--- src/rtl/piso_serializer.sv ---
// Parallel-in, serial-out transmitter: accepts an N-bit word on a valid/ready
// handshake and shifts it out MSB first, with framing strobes and optional even parity.
module piso_serializer #(
    parameter int N        = 6,
    parameter bit PAR_EN   = 1'b0,
    parameter bit IDLE_BIT = 1'b0
) (
    input  logic         clk,
    input  logic         rst_n,
    input  logic [N-1:0] din,
    input  logic         din_valid,
    output logic         din_ready,
    output logic         sout,
    output logic         sout_valid,
    output logic         sout_first,
    output logic         sout_last
);
    localparam int F  = N + (PAR_EN ? 1 : 0);
    localparam int CW = (F > 1) ? $clog2(F) : 1;
    localparam logic [CW-1:0] LAST = CW'(F - 1);

    typedef enum logic {S_IDLE, S_SHIFT} state_t;

    state_t          r_state;
    logic [CW-1:0]   r_cnt;
    logic [N-1:0]    r_sreg;
    logic            r_par;
    logic            r_ready;
    logic            r_sout;
    logic            r_valid;
    logic            r_first;
    logic            r_last;

    logic            w_accept;
    logic [CW-1:0]   w_cnt_inc;
    logic            w_next_is_last;
    logic            w_next_is_par;

    assign w_accept       = din_valid & r_ready;
    assign w_cnt_inc      = r_cnt + CW'(1);
    assign w_next_is_last = (w_cnt_inc == LAST);
    // With parity enabled the final frame slot (cnt == F-1 == N) carries par.
    assign w_next_is_par  = PAR_EN && w_next_is_last;

    // Outputs are registered alongside the state so they are exact decodes
    // of the state/counter the bit is presented in.
    always_ff @(posedge clk or negedge rst_n) begin
        if (!rst_n) begin
            r_state <= S_IDLE;
            r_cnt   <= '0;
            r_sreg  <= {N{IDLE_BIT}};
            r_par   <= 1'b0;
            r_ready <= 1'b1;
            r_sout  <= IDLE_BIT;
            r_valid <= 1'b0;
            r_first <= 1'b0;
            r_last  <= 1'b0;
        end else if (w_accept) begin
            // Reachable from IDLE or from the last SHIFT bit (gapless reload).
            r_state <= S_SHIFT;
            r_cnt   <= '0;
            r_sreg  <= din;
            r_par   <= PAR_EN ? ^din : 1'b0;
            r_ready <= 1'b0;
            r_sout  <= din[N-1];
            r_valid <= 1'b1;
            r_first <= 1'b1;
            r_last  <= 1'b0;
        end else begin
            case (r_state)
                S_SHIFT: begin
                    if (r_cnt != LAST) begin
                        r_sreg  <= {r_sreg[N-2:0], IDLE_BIT};
                        r_cnt   <= w_cnt_inc;
                        r_ready <= w_next_is_last;
                        r_sout  <= w_next_is_par ? r_par : r_sreg[N-2];
                        r_valid <= 1'b1;
                        r_first <= 1'b0;
                        r_last  <= w_next_is_last;
                    end else begin
                        r_state <= S_IDLE;
                        r_cnt   <= '0;
                        r_sreg  <= {N{IDLE_BIT}};
                        r_ready <= 1'b1;
                        r_sout  <= IDLE_BIT;
                        r_valid <= 1'b0;
                        r_first <= 1'b0;
                        r_last  <= 1'b0;
                    end
                end
                default: begin
                    r_state <= S_IDLE;
                    r_ready <= 1'b1;
                    r_sout  <= IDLE_BIT;
                    r_valid <= 1'b0;
                    r_first <= 1'b0;
                    r_last  <= 1'b0;
                end
            endcase
        end
    end

    assign din_ready  = r_ready;
    assign sout       = r_sout;
    assign sout_valid = r_valid;
    assign sout_first = r_first;
    assign sout_last  = r_last;

endmodule

--- config.mk ---
export PLATFORM = sky130hd
export DESIGN_NAME = piso_serializer
export DESIGN_NICKNAME = d
export VERILOG_FILES = /design/src/rtl/piso_serializer.sv
export SDC_FILE = /design/constraint.sdc
export NUM_CORES = 1
export LEC_CHECK = 0
export BUFFER_PORTS_ARGS = -buffer_cell sky130_fd_sc_hd__buf_2
export CAP_MARGIN = 15
export CORE_AREA = 2 2 39 41
export DETAILED_ROUTE_END_ITERATION = 6
export DIE_AREA = 0 0 41 43
export PLACE_DENSITY = 0.67
export SLEW_MARGIN = 30
export SYNTH_ARGS = -nofsm -noshare
export SYNTH_HDL_FRONTEND = slang
export SYNTH_SLANG_ARGS = --single-unit
--- constraint.sdc ---
create_clock -name clk -period 1.57 [get_ports clk]
set_clock_uncertainty 0.05 [all_clocks]
set_input_delay 0.0785 -clock clk [delete_from_list [all_inputs] [get_ports clk]]
set_output_delay 0.0785 -clock clk [all_outputs]
set_load 0.01 [all_outputs]
==> flow_summary.json <==
{
  "cts_resized": 0,
  "grt_max_degree": 14,
  "ys_ff_latch": 13,
  "die_area_sq_mm": 0.00176,
  "gp_congestion": 0.687,
  "htreeDepth": 1,
  "hold_slack_ns": 0.00433,
  "yosysTopAreaCell": "dfrtp_1",
  "dp_slack_ns": 0.115,
  "core-area_sq_mm": 0.00138,
  "synth_cells": 44,
  "hold_start": "din[5]",
  "drc_errors": 0,
  "dieWidth_um": 41,
  "r2r-start": "din_ready",
  "status": "completed",
  "rsz0062_at_grt": "false",
  "first_pass_iters": 4,
  "synth_top_area_frac": 0.538,
  "synth_area_sq_um": 558,
  "setup_viol_count_final": 0,
  "ir_worst_vdd_v": 0.000604,
  "yosysUniqueCellTypes": 21,
  "grt_pass1_wl_mm": 1.74,
  "cts_root_buffer": "clkbuf_4",
  "required_ns": 1.67,
  "syn2layout_area_growth_pct": 26.0,
  "ioPinCount": 14,
  "stdcell_count": 81,
  "max_clock_freq_mhz": 680,
  "tns_ns": 0,
  "cts_tree": "yes",
  "diodes": 0,
  "final_cell_mix": "13 x buf_2, 12 x dfrtp_1, 5 x dlygate4sd3_1",
  "drt_first_iter_violations": 11,
  "final_area_sq_um": 703,
  "vias": 411,
  "mostFrequentLayoutCell": "buf_2",
  "slew_viol_final": 0,
  "finalCriticalPeriod_ns": 1.47,
  "startpoint_type": "register",
  "port_buffers": 13,
  "post-dp-hpwl_um": 720,
  "worstPathCellList": "and2_4 -> and3b_2 -> a221o_1",
  "end_kind": "register",
  "worst_skew_pair.late_latency_ns": 0.27,
  "grt_pass1_vias": 411,
  "grtUsageTotal": 0.153,
  "fin_crit_sh": 0.936,
  "synthTopCellsByArea": "dfrtp_1 54%, a221o_1 7.2%, nor3b_1 5.4%, dfstp_2 4.7%, buf_8 2.7%",
  "setup_ws_ns": 0.100,
  "place_area_sq_um": 627,
  "final_antenna_net_count": 0,
  "final_core_util": 0.508,
  "cts_setup_buffers": 0,
  "cellPowerDensity_mw_per_mm2": 1750,
  "syn_nets": 53,
  "cts_hold_buf": 5,
  "tightest_slew_ns": 0.266,
  "die_h_um": 43,
  "numCtsBuffers": 3,
  "wl_per_cell_um": 12.6,
  "grt-ovfl-total": 0,
  "routed_wl_mm": 1.02,
  "nets": 75,
  "max_slew_margin": 0.820,
  "cts.sinks": 13,
  "power.leakage_nw": 0.333,
  "crit_arrival_ns": 1.57,
  "cp_slowest_cell": "dfstp_2",
  "dp.cells": 72,
  "cp_max_fo": 11,
  "yosysWarningCount": 0,
  "row_count": 14,
  "startpoint": "din_ready",
  "power_mw": 1.23,
  "antenna_found_initial": 0,
  "cp_slowest_stage_delay_ns": 0.53,
  "viasPerCell": 5.07,
  "ys_seq_area_frac": 0.585,
  "clk_pin_slew_ns": 0.08,
  "critPathKind": "reg -> reg",
  "drive_above_1_share": 0.338,
  "drv_cap": 0,
  "floorplan.initialDensity": 0.403,
  "hold_path.class": "in -> reg",
  "syn_area_per_cell_sq_um": 12.7,
  "clock_path_buffers": 2,
  "finalHoldViolCount": 0
}
## path summary, 6_finish.rpt
path	end	slack, ns	cells after the start
worst max register to register	r_sreg[1]	0.10	3
max in group asynchronous	din_ready	1.03	2
worst max-delay path	r_sreg[1]	0.10	3
min in group asynchronous	r_cnt[2]	0.16	2
worst min-delay path	sout	0.004	2
worst min register to register	sout	0.46	1
## power breakdown
group          internal (mW)  total, mW  switching (mW)  leakage (nW)
logic                  0.248      0.472           0.224         0.153
clock network         0.0982      0.201           0.103        0.0150
registers              0.473      0.559          0.0854         0.165
total                  0.820       1.23           0.413         0.333
## final cells by class
type	count	area, sq um
Tap cell	16	20.0
Fill cell	131	681
Sequential cell	13	327
Clock buffer	4	26.3
Timing Repair Buffer	20	130
Multi-Input combinational cell	28	200
## worst max-delay path: cells and delay by family, from the launching register on
family          cells  cell delay (ns)
simple gates        2             0.46
flops               1             0.53
compound gates      1             0.32
## synthesized netlist by cell type
| library cell | instances |
|---|---|
| a22o_2 | 1 |
| nand3b_1 | 1 |
| nor4b_1 | 1 |
| xnor2_1 | 1 |
| dfstp_2 | 1 |
| a21o_1 | 1 |
| mux2i_1 | 1 |
| a221o_1 | 4 |
| nor3b_1 | 4 |
| nand4b_1 | 1 |
| and3b_2 | 1 |
| a21oi_1 | 2 |
| dfrtp_1 | 12 |
| buf_8 | 1 |
| nand2b_1 | 2 |
| buf_6 | 1 |
| o21ai_0 | 1 |
| nor2_1 | 3 |
| buf_2 | 1 |
| and2_4 | 1 |
| nand2_1 | 3 |
## cell families after synthesis
kind of cell	after synthesis	synth area share
simple gates	17	0.195
xor+xnor	1	0.0157
buf+inv	3	0.0560
mux	1	0.0179
compound gates	9	0.130
flops	13	0.585
## flip-flops by register name, indices dropped and copies added (netlist names)
signal and cells:
r_sreg 5, r_cnt 3, din_ready 1, sout 1, sout_first 1, sout_last 1
sout_valid 1
## per-layer routing
layer,global-route usage,part of all wire,vias up
li1,-,-,202
met1,0.187,0.48,197
met2,0.231,0.47,10
met3,0.0314,0.034,2
met4,0.100,0.019,0
met5,0,0,-
Power figures use the tool's default switching activity.
